$ cat src/rtl/panel_pkg.sv
`default_nettype none
// ============================================================================
// Module   : panel_pkg
// Brief    : Shared defaults for the front-panel input block.
// Revision : 1.0
// ============================================================================
package panel_pkg;

    localparam int CLOCK_HZ    = 12_000_000;
    localparam int DEBOUNCE_MS = 20;

    localparam int DEBOUNCE_CYCLES_DEF = (CLOCK_HZ / 1000) * DEBOUNCE_MS;
    // The +1 keeps 2^CNT_W strictly above the cycle count even for exact powers of two.
    localparam int CNT_W_DEF           = $clog2(DEBOUNCE_CYCLES_DEF + 1);
    localparam bit ACTIVE_LOW_DEF      = 1'b1;

endpackage : panel_pkg
`default_nettype wire

$ cat src/rtl/panel_inputs_debounce_channel.sv
`default_nettype none
// ============================================================================
// Module   : debounce_channel
// Brief    : One channel: 2-flop synchroniser, debounce counter, sticky flags.
// Revision : 1.0
// ============================================================================
module debounce_channel
    import panel_pkg::*;
#(
    parameter int DEBOUNCE_CYCLES = DEBOUNCE_CYCLES_DEF,
    parameter int CNT_W           = CNT_W_DEF
) (
    input  logic clock,
    input  logic reset_n,
    input  logic raw,
    input  logic clear,
    output logic state,
    output logic pressed,
    output logic released
);

    localparam logic [CNT_W-1:0] CNT_MAX = CNT_W'(DEBOUNCE_CYCLES - 1);

    logic             sync1_q, sync2_q;
    logic [CNT_W-1:0] cnt_q, cnt_d;
    logic             state_q, state_d;
    logic             pressed_q, pressed_d;
    logic             released_q, released_d;
    logic             accept;

    always_comb begin
        cnt_d   = '0;
        state_d = state_q;
        accept  = 1'b0;
        if (sync2_q != state_q) begin
            if (cnt_q == CNT_MAX) begin
                accept  = 1'b1;
                state_d = sync2_q;
            end else begin
                cnt_d = cnt_q + 1'b1;
            end
        end
        // A new event takes priority over a clear arriving in the same cycle.
        pressed_d  = (pressed_q  & ~clear) | (accept &  sync2_q);
        released_d = (released_q & ~clear) | (accept & ~sync2_q);
    end

    always_ff @(posedge clock or negedge reset_n) begin
        if (!reset_n) begin
            sync1_q    <= 1'b0;
            sync2_q    <= 1'b0;
            cnt_q      <= '0;
            state_q    <= 1'b0;
            pressed_q  <= 1'b0;
            released_q <= 1'b0;
        end else begin
            sync1_q    <= raw;
            sync2_q    <= sync1_q;
            cnt_q      <= cnt_d;
            state_q    <= state_d;
            pressed_q  <= pressed_d;
            released_q <= released_d;
        end
    end

    assign state    = state_q;
    assign pressed  = pressed_q;
    assign released = released_q;

endmodule : debounce_channel
`default_nettype wire

$ cat src/rtl/panel_inputs.sv
`default_nettype none
// ============================================================================
// Module   : panel_inputs
// Brief    : Front-panel button sampler: polarity fix, per-channel debounce.
// Revision : 1.0
// ============================================================================
module panel_inputs
    import panel_pkg::*;
#(
    parameter int WIDTH           = 8,
    parameter int DEBOUNCE_CYCLES = DEBOUNCE_CYCLES_DEF,
    parameter int CNT_W           = CNT_W_DEF,
    parameter bit ACTIVE_LOW      = ACTIVE_LOW_DEF
) (
    input  logic             clock,
    input  logic             reset_n,
    input  logic [WIDTH-1:0] buttons_raw,
    input  logic [WIDTH-1:0] clear_mask,
    output logic [WIDTH-1:0] state,
    output logic [WIDTH-1:0] pressed,
    output logic [WIDTH-1:0] released,
    // "event" is a reserved word, hence the suffix.
    output logic             event_o
);

    logic [WIDTH-1:0] w_raw;

    assign w_raw = buttons_raw ^ {WIDTH{ACTIVE_LOW}};

    generate
        for (genvar i = 0; i < WIDTH; i++) begin : g_ch
            debounce_channel #(
                .DEBOUNCE_CYCLES (DEBOUNCE_CYCLES),
                .CNT_W           (CNT_W)
            ) u_ch (
                .clock    (clock),
                .reset_n  (reset_n),
                .raw      (w_raw[i]),
                .clear    (clear_mask[i]),
                .state    (state[i]),
                .pressed  (pressed[i]),
                .released (released[i])
            );
        end
    endgenerate

    assign event_o = |(pressed | released);

endmodule : panel_inputs
`default_nettype wire

$ cat config.mk
export PLATFORM = sky130hd
export DESIGN_NAME = panel_inputs
export DESIGN_NICKNAME = d
export VERILOG_FILES = /design/src/rtl/panel_pkg.sv /design/src/rtl/panel_inputs_debounce_channel.sv /design/src/rtl/panel_inputs.sv
export SDC_FILE = /design/constraint.sdc
export NUM_CORES = 1
export LEC_CHECK = 0
export CAP_MARGIN = 20
export CORE_ASPECT_RATIO = 0.6
export CORE_MARGIN = 3
export CORE_UTILIZATION = 55
export DETAILED_ROUTE_END_ITERATION = 8
export DONT_BUFFER_PORTS = 1
export PLACE_DENSITY = 0.7
export SLEW_MARGIN = 20
export SYNTH_ARGS = -nofsm -noshare
export SYNTH_HDL_FRONTEND = slang
export SYNTH_SLANG_ARGS = --single-unit
$ cat constraint.sdc
create_clock -name clock -period 4.3 [get_ports clock]
set_input_delay 1.29 -clock clock [delete_from_list [all_inputs] [get_ports clock]]
set_output_delay 1.29 -clock clock [all_outputs]
set_load 0.03 [all_outputs]
==> summary.md, run 1 <==
| Metric | Value |
|---|---|
| Die Y-Extent | 104 um |
| Rows | 35 |
| Max Clk Rate | 327 MHz |
| Leakage | 3.94 nW |
| Starting density of the core | between 50 and 60% |
| FFs w/ async S/R, synth | 100% |
| Vias in the first global route | 6077 |
| R2r setup slk | approximately 1.8 ns |
| Antenna Nets Post-Route | 0 |
| Worst-path cell chain | nor4_1 -> nand4_1 |
| Worst VDD drop | 282 uV |
| Post-synth EDFFs | 0 |
| Max-slew violation total from the final report | 0 |
| Cells after Synth | 874 |
| Layout Utilization | 61.1% |
| Rel. slew slack | 30.6% |
| FF+latch area | 0.00460 sq mm |
| Post-Syn Area per Cell | 10.1 sq um |
| Insertion delay to the later sink of the worst-skew pair | 0.43 ns |
| Number of detailed-route iterations in the first pass | 4 |
| Drt via density | 5.80 |
| Input/output buffers | 0 |
| Core area | 0.0155 sq mm |
| Worst path max stage delay | 0.56 ns |
| DPL Wire Length | 12.0 mm |
| Antenna violations before repair | 0 |
| Fin worst setup slack | 1.25 ns |
| # hold bufs at CTS | 0 |
| Layout cells sized above 1 | 6.11% |
| Pwr Density | 362 mW/mm^2 |
| CTS resizes | 0 |
| Clock Tree Buf Depth | 2 |
| TritonCTS Sinks | 184 |
| Root buf cell | clkbuf_16 |
| CP Launch Type | register |
| Routed WL per cell | 16.5 um |
| Tot GR Track Use | about a fifth |
| Proportion of synthesized chip area in sequential cells | 52.2% |
| Antenna cells | 0 |
| Total congestion overflow | 0 |
| Status | finished, final reports clean |
| P&R area growth vs syn | 7.42% |
| Cell taking the most area after synthesis | dfrtp_1 |
| Mapped Nets | 900 |
| Worst-path maximum fanout | 3 |
| Placer congestion estimate | 0.844 |
| Cell area after synthesis | 0.00882 sq mm |
| Hold crit path type | reg2reg |
| Skew final | around 0.013 ns |
| Worst-margin pin slew | 1.03 ns |
| Total CTS buffers | 17 |
| Final period utilization | 71.0% |
| Final Critical Period | 3.05 ns |
| Maxcap violations | 0 |
| Die W | 170 um |
| Final hold vios | 0 |
| Largest net degree at the start of global routing | roughly 190 |
| Yosys cell types | 48 |
| Flops & latches, synth | 184 |
| Final setup viols | 0 |
| Final net count | 881 |
| Detailed-route DRC error count | 0 |
| RSZ-0062 raised after global routing | false |
| Via count | 6214 |
| Slowest-stage cell, CP | dfrtp_1 |
| CTS tree | built |
| Bufs and invs on worst path | 0 |
| Starting DRT DRC Count | between 500 and 600 |
| Yosys warnings | 0 |
| Setup crit end kind | primary output |
| Post-CTS Setup Inserts | 0 |
| H-tree levels | 4 |
| Fill count | about 1.3k |
| Multi-input logic area | 0.00380 sq mm |
| Setup CP Type | reg2out |
| Ports | 43 |
| Setup Total Neg Slack | 0 ns |
| Final WL | 17.6 mm |
| Clock-pin transition on the worst setup and hold timing paths | 0.07 ns |
| First-pass GRT wire length | 29.9 mm |
| Share of the synthesized area in the top cell type | 52.2% |
| Top post-synthesis cells by area | dfrtp_1 52%, xnor2_1 5.7%, nor2_1 5.1% |
| Dpl ws | roughly 1.7 ns |
| CP top delay family | simple AND/OR/NAND/NOR gates |
| Post-synth top flop | dfrtp_1 |
| Die area | 0.0176 sq mm |
| Required @ worst endpoint | 3.01 ns |
| Critical Path AT | approximately 1.8 ns |
## final timing paths
check                                           startpoint                          endpoint  depth (start not counted)
max                        g_ch[5].u_ch.released$_DFF_PN0_                           event_o                          2
min                         g_ch[7].u_ch.sync1_q$_DFF_PN0_    g_ch[7].u_ch.sync2_q$_DFF_PN0_                          0
max reg2reg                g_ch[0].u_ch.cnt_q[0]$_DFF_PN0_  g_ch[0].u_ch.cnt_q[16]$_DFF_PN0_                          6
min reg2reg                 g_ch[7].u_ch.sync1_q$_DFF_PN0_    g_ch[7].u_ch.sync2_q$_DFF_PN0_                          0
max in group asynchronous                          reset_n    g_ch[7].u_ch.pressed$_DFF_PN0_                          0
min in group asynchronous                          reset_n   g_ch[4].u_ch.cnt_q[1]$_DFF_PN0_                          0
## power breakdown
group / internal [mW] / switching [mW]
registers: 1.75 / 0.0253
logic: 0.0260 / 0.0409
clock network: 0.797 / 0.790
total: 2.58 / 0.856
## layout by cell type (no fill, tap or decap), drive strengths merged, types with 3 or more instances in the layout
cell type	Yosys	layout
dfrtp	184	184
nor2	121	121
xnor2	57	57
nand3	54	54
xor2	51	51
inv	46	51
nand2	46	46
nand4	42	42
nor4	24	24
a21oi	23	23
and3	22	22
or3	20	20
or4	18	18
clkbuf	12	17
o21ai	14	14
o31ai	14	14
and4	13	13
nor3	12	12
o32ai	12	12
and2	9	9
clkinv	0	9
ha	8	8
nand2b	6	6
mux2i	6	6
o22ai	4	4
or2	3	3
nor4b	3	3
nand4bb	3	3
## sequential cells by signal, summed over array words and instances (netlist names)
name and count:
g_ch.u_ch.pressed 8, g_ch.u_ch.sync2_q 8, g_ch.u_ch.sync1_q 8, g_ch.u_ch.state 8, g_ch.u_ch.released 8, g_ch.u_ch.cnt_q 144
## layer usage
layer / vias up / track usage, % / share of wire, %
met5: - / 2.61 / 0.37
met4: 2 / 7.00 / 2.0
met3: 23 / 4.22 / 3.6
met2: 112 / 31.4 / 46
met1: 3058 / 29.3 / 48
li1: 3019 / - / -
## cell type report
type / instances / share of cell area [%]
sequential: 184 / 48.6
timing repair buffer: 2 / 0.158
multi-input combinational: 604 / 40.2
inverter: 46 / 1.82
clock inverter: 15 / 2.11
clock buffer: 17 / 4.49
tap: 203 / 2.68
## cell usage after synthesis, types with 3 or more instances
cell and number:
or3_1 19, nor4b_1 3, and2_1 9, o31ai_1 12, nand4_1 42, or2_2 3
xnor2_1 57, nor2_1 121, buf_4 25, and4_1 13, nand2b_1 6, mux2i_1 6
buf_2 3, nand3_1 53, inv_1 46, nand2_1 46, o22ai_1 4, clkbuf_1 12
nand4bb_1 3, dfrtp_1 184, or4_1 16, o21ai_0 12, xor2_1 51, and3_1 21
nor4_1 24, o32ai_1 12, nor3_1 12, a21oi_1 23, ha_1 8
## worst reg2reg max path: cells and delay by family (launching register included)
| family | cells | cell delay [ns] |
|---|---|---|
| compound gates | 2 | 0.97 |
| simple gates | 2 | 0.44 |
| flops | 1 | 0.39 |
| buf+inv | 1 | 0.30 |
| fa+ha+maj | 1 | 0.25 |
## per-stage QoR
stage	power, mW	std cells	cell area, sq um	hold slack [ns]
2_1_floorplan	1.86	874	8820	0.331
3_3_place_gp	1.87	1038	8840	0.332
3_5_place_dp	1.88	1038	8840	0.340
4_1_cts	3.47	1070	9460	0.360
5_1_grt	3.55	1071	9480	0.361
6_report	3.43	1071	9480	0.355
## kinds of logic (layout without fill, tap and decap cells)
group	after synthesis	in the layout	share of synthesized area, %
xor+xnor	108	108	10.7
fa+ha+maj	8	8	1.13
buf+inv	86	80	4.77
compound gates	76	76	5.97
flops	184	184	52.2
simple gates	404	404	24.3
mux	8	8	0.936
(Power assumes the default switching activity.)
==> run 2: changes to the inputs <==
Settings changed: PLACE_DENSITY 0.7 to 0.73.
Clock period 4.3 ns to 2.5 ns, I/O delays scaled along.
==> summary.md, run 2 (synthesized netlist as in run 1, its figures left out) <==
| Metric | Value |
|---|---|
| Input/output buffers | 0 |
| Antenna violations before repair | 0 |
| DPL Wire Length | roughly 12 mm |
| Total net switching power | roughly 1.4 mW |
| CP Launch Type | register |
| Drt via density | between 5 and 6 |
| Total CTS buffers | 17 |
| Net Sw Frac | between 20% and 30% |
| WHS | 0.0310 ns |
| Clock-pin transition on the worst setup and hold timing paths | 0.07 ns |
| Largest register by flop count | g_ch.u_ch.cnt_q |
| Layout Utilization | 61.8% |
| Ports | 43 |
| Final net count | around 900 |
| Leakage | 4.01 nW |
| Max reg flops | 144 |
| Worst Reg-to-Reg Cells | 5 |
| Insertion delay to the later sink of the worst-skew pair | 0.43 ns |
| Placed Area | 0.00893 sq mm |
| Routed WL per cell | approximately 16 um |
| Post-route cell area | 0.00958 sq mm |
| Worst-path maximum fanout | 3 |
| Fin worst setup slack | around 0.082 ns |
| Final hold vios | 0 |
| Die area | 0.0176 sq mm |
| Starting DRT DRC Count | between 500 and 600 |
| Placer congestion estimate | 0.832 |
| Setup crit end kind | primary output |
| Clock network fraction of total power | between 40% and 50% |
| Commonest non-fill, non-tap cell in the layout | dfrtp_1 |
| DP Cell Count | 1051 |
| Die W | 170 um |
| Antenna Nets Post-Route | 0 |
| Rows | 35 |
| Clock Tree Buf Depth | 2 |
| Worst flop-to-flop path startpoint | g_ch[1].u_ch.cnt_q[0]$_DFF_PN0_ |
| Final setup viols | 0 |
| Final WL | 17.4 mm |
| Antenna cells | 0 |
| Largest net degree at the start of global routing | 181 |
| Tot GR Track Use | 20.6% |
| Int Pwr | ~4.5 mW |
| Starting density of the core | 56.9% |
| R2r setup slk | ~0.28 ns |
| P&R area growth vs syn | 8.59% |
| TritonCTS Sinks | 184 |
| Die Y-Extent | roughly 100 um |
| Final period utilization | 96.7% |
| Combinational Power Share | 2.3% |
| Commonest cells after routing, fill and taps aside | 183 x dfrtp_1, 121 x nor2_1, 57 x xnor2_1 |
| Via count | 6183 |
| Worst-margin pin slew | 0.614 ns |
| CTS tree | built |
| Maxcap violations | 0 |
| Setup Total Neg Slack | 0 ns |
| H-tree levels | 4 |
| Status | finished, final reports clean |
| Total congestion overflow | 0 |
| Seq pwr share | around half |
| Rel. slew slack | 58.7% |
| Fill count | 1269 |
| RR Endpoint | g_ch[1].u_ch.pressed$_DFF_PN0_ |
| First-pass GRT wire length | a little under 30 mm |
| Skew final | 0.0133 ns |
| Vias in the first global route | 5715 |
| FF+latch area | 0.00461 sq mm |
| Max Clk Rate | around 410 MHz |
| Critical Path AT | around 1.7 ns |
| Dpl ws | 0.295 ns |
| RSZ-0062 raised after global routing | false |
| Root buf cell | clkbuf_16 |
| Layout cells sized above 1 | 7.48% |
| Number of detailed-route iterations in the first pass | 5 |
| Tot Pwr | 5.93 mW |
| Setup CP Type | reg2out |
| Required @ worst endpoint | 1.75 ns |
| Multi-input logic area | 0.00380 sq mm |
| Core area | 0.0155 sq mm |
| Final Critical Period | around 2.4 ns |
| Layout Cells excl Fill | around 1.1k |
| Max-slew violation total from the final report | 0 |
| Detailed-route DRC error count | 0 |
| Hold crit path type | in2async |
| Worst VDD drop | 444 uV |
| Pwr Density | 619 mW/mm^2 |
run 2: cell type report:
type                       instances  share of cell area [%]
clock buffer                      17                    4.44
clock inverter                    15                    1.92
inverter                          46                    1.80
multi-input combinational        604                    39.7
sequential                       184                    48.1
tap                              203                    2.65
timing repair buffer              16                    1.41
run 2: timing repair:
item                       4_1_cts  5_1_grt
buffers inserted                 0        0
hold buffers                     1        1
setup endpoints to repair        0        1
hold endpoints to repair         5       29
resized for setup                0        2
run 2: power by group through the flow:
stage | logic, mW | registers, mW | clock network (mW)
finish | 0.138 | 3.06 | 2.73
global route | 0.158 | 3.07 | 2.92
CTS | 0.127 | 3.06 | 2.78
detailed placement | 0.122 | 3.12 | 0
global placement | 0.121 | 3.12 | 0
floorplan | 0.0925 | 3.11 | 0
run 2: how the worst max path moves through the flow:
stage,startpoint,to
CTS,g_ch[5].u_ch.pressed$_DFF_PN0_,event_o
floorplan,g_ch[1].u_ch.cnt_q[0]$_DFF_PN0_,g_ch[1].u_ch.cnt_q[1]$_DFF_PN0_
global placement,g_ch[1].u_ch.cnt_q[0]$_DFF_PN0_,g_ch[1].u_ch.cnt_q[1]$_DFF_PN0_
global route,g_ch[4].u_ch.released$_DFF_PN0_,event_o
detailed placement,g_ch[1].u_ch.cnt_q[0]$_DFF_PN0_,g_ch[1].u_ch.pressed$_DFF_PN0_
finish,g_ch[1].u_ch.released$_DFF_PN0_,event_o
run 2: critical path, cell delays in order, from the launching register on:
cell     delay, ns
dfrtp_1       0.54
nor4_1        0.33
nand4_1       0.37
run 2: routing by layer:
| layer | track usage (%) | part of all wire [%] |
|---|---|---|
| met4 | 5.48 | 0.88 |
| met2 | 27.5 | 42 |
| met1 | 33.8 | 53 |
| met3 | 4.03 | 4.1 |
| met5 | 0 | 0 |
==> run 3: changes to the inputs <==
Settings changed: SYNTH_HIERARCHICAL set to 1.
==> summary.md, run 3 <==
| Metric | Value |
|---|---|
| Status | finished, final reports clean |
| Worst Reg-to-Reg Cells | 4 |
| Tot GR Track Use | 20.5% |
| Layout cells sized above 1 | about an eighth |
| Final period utilization | ~95% |
| Cell taking the most area after synthesis | dfrtp_1 |
| CP Launch Type | register |
| Setup crit end kind | primary output |
| Insertion delay to the later sink of the worst-skew pair | 0.43 ns |
| Antenna violations before repair | 0 |
| Int Pwr | 4.46 mW |
| Core area | 0.0158 sq mm |
| Max-slew violation total from the final report | 0 |
| Leakage | 4.16 nW |
| Worst-path maximum fanout | 3 |
| RSZ-0062 raised after global routing | false |
| Final hold vios | 0 |
| Top post-synthesis cells by area | dfrtp_1 51%, xnor2_1 6.2%, nor2_1 5.6% |
| Dpl ws | 0.486 ns |
| Combinational Power Share | 2.6% |
| Root buf cell | clkbuf_16 |
| Placer congestion estimate | 0.883 |
| DPL Wire Length | roughly 12 mm |
| Net Sw Frac | 22.4% |
| Max reg flops | 144 |
| P&R area growth vs syn | 8.89% |
| Post-Syn Area per Cell | ~11 sq um |
| Yosys warnings | 6 |
| Largest net degree at the start of global routing | 185 |
| Die area | 0.0182 sq mm |
| Ports | 43 |
| Post-synth top flop | dfrtp_1 |
| Input/output buffers | 0 |
| Antenna Nets Post-Route | 0 |
| Share of the synthesized area in the top cell type | 50.5% |
| Starting density of the core | 57.8% |
| Fill count | about 1.2k |
| Total CTS buffers | 17 |
| Clock Tree Buf Depth | 2 |
| Detailed-route DRC error count | 0 |
| Most common cell in the netlist | dfrtp_1 |
| Rows | 35 |
| Drt via density | 5.88 |
| Rel. slew slack | approximately 53% |
| First-pass GRT wire length | 30.6 mm |
| Mapped Nets | 879 |
| Final net count | 890 |
| Pwr Density | 580 mW/mm^2 |
| Via count | 6346 |
| TritonCTS Sinks | approximately 180 |
| Cells after Synth | 853 |
| Worst VDD drop | 470 uV |
| Worst-margin pin slew | 0.708 ns |
| R2r setup slk | 0.66 ns |
| Proportion of synthesized chip area in sequential cells | 50.5% |
| Flops & latches, synth | 184 |
| Antenna cells | 0 |
| Final WL | 17.8 mm |
| Setup Total Neg Slack | 0 ns |
| Total congestion overflow | 0 |
| Critical Path AT | 1.63 ns |
| Commonest cells after routing, fill and taps aside | 182 x dfrtp_1, 136 x nor2_1, 64 x xnor2_1 |
| Post-synth EDFFs | 0 |
| Synth top cells by count | 184 x dfrtp_1, 136 x nor2_1, 64 x xnor2_1, 56 x nand2_1, 49 x nand4_1 |
| Layout Utilization | 62.9% |
| Vias in the first global route | approximately 6.2k |
| Maxcap violations | 0 |
| Commonest non-fill, non-tap cell in the layout | dfrtp_1 |
| Layout Cells excl Fill | 1080 |
| DP Cell Count | 1044 |
| Largest register by flop count | g_ch.u_ch/cnt_q |
| Die W | 172 um |
| Tot Pwr | approximately 5.7 mW |
| Final setup viols | 0 |
| Starting DRT DRC Count | slightly below 600 |
| Max Clk Rate | 420 MHz |
| Worst flop-to-flop path startpoint | g_ch[7].u_ch/cnt_q[14]$_DFF_PN0_ |
| RR Endpoint | g_ch[7].u_ch/cnt_q[12]$_DFF_PN0_ |
| Clock-pin transition on the worst setup and hold timing paths | roughly 0.07 ns |
| Hold crit path type | in2async |
| Final Critical Period | ~2.4 ns |
| CTS tree | built |
| Total net switching power | 1.29 mW |
| Routed WL per cell | approximately 17 um |
| Die Y-Extent | 106 um |
| Setup CP Type | reg2out |
| Seq pwr share | a little over half |
| Cell area after synthesis | 0.00911 sq mm |
| Required @ worst endpoint | roughly 1.8 ns |
| Clock network fraction of total power | 44.2% |
| Number of detailed-route iterations in the first pass | 5 |
| H-tree levels | 4 |
| Skew final | 0.0161 ns |
| Fin worst setup slack | ~0.12 ns |
| FFs w/ async S/R, synth | 100% |
| Yosys cell types | 32 |
## run 3: worst max-delay path by stage
stage	start	end	cells after the start
floorplan	g_ch[5].u_ch/pressed$_DFF_PN0_	event_o	2
global placement	g_ch[0].u_ch/pressed$_DFF_PN0_	event_o	4
detailed placement	g_ch[0].u_ch/pressed$_DFF_PN0_	event_o	4
CTS	g_ch[0].u_ch/pressed$_DFF_PN0_	event_o	4
global route	g_ch[0].u_ch/pressed$_DFF_PN0_	event_o	4
finish	g_ch[0].u_ch/pressed$_DFF_PN0_	event_o	4
## run 3: critical path: stages, from the launching register on
cell and delay [ns]:
dfrtp_2 0.49, nor4_2 0.27, buf_4 0.17, nand4_1 0.09
buf_4 0.19
## run 3: per-layer routing
layer	wire, um	share of wire [%]	vias to the layer above	track usage, %
met2	8090	45	124	29.8
met3	594	3.3	21	4.39
met5	0	0	-	0
met4	374	2.1	0	7.00
met1	8790	49	3125	30.5
li1	-	-	3076	-
## run 3: cell families (layout without fill, tap and decap cells)
kind of cell	Yosys count	after routing	share of synthesized area, %
flops	184	184	50.5
fa+ha+maj	8	8	1.10
compound gates	72	72	7.14
xor+xnor	112	112	10.8
buf+inv	64	88	3.08
mux	8	8	0.879
simple gates	405	405	26.5
## run 3: power groups by stage
stage          sequential, mW  clock [mW]  combinational (mW)
3_3_place_gp             3.11           0               0.121
3_5_place_dp             3.12           0               0.124
6_report                 3.06        2.54               0.148
2_1_floorplan            3.11           0               0.106
4_1_cts                  3.06        2.61               0.124
5_1_grt                  3.07        2.74               0.169
## run 3: repair_timing
item	CTS	global route
buffers inserted	0	0
resized for setup	0	4
hold buffers	0	4
setup endpoints to repair	0	1
hold endpoints to repair	0	4
## run 3: stage by stage
step | area (sq um) | hold slack, ns
after floorplan | 9110 | 0.331
after global placement | 9290 | 0.333
after detailed placement | 9290 | 0.335
after CTS | 9850 | 0.00548
after global routing | 9920 | 0.00170
final | 9920 | 0.0310
## run 3: area by class of cell
| class | instances | area, sq um | share of cell area (%) |
|---|---|---|---|
| Multi-Input combinational cell | 605 | 4240 | 42.7 |
| Inverter | 48 | 180 | 1.82 |
| Sequential cell | 184 | 4610 | 46.4 |
| Clock buffer | 19 | 433 | 4.36 |
| Timing Repair Buffer | 8 | 87.6 | 0.883 |
| Tap cell | 203 | 254 | 2.56 |
| Clock inverter | 13 | 120 | 1.21 |
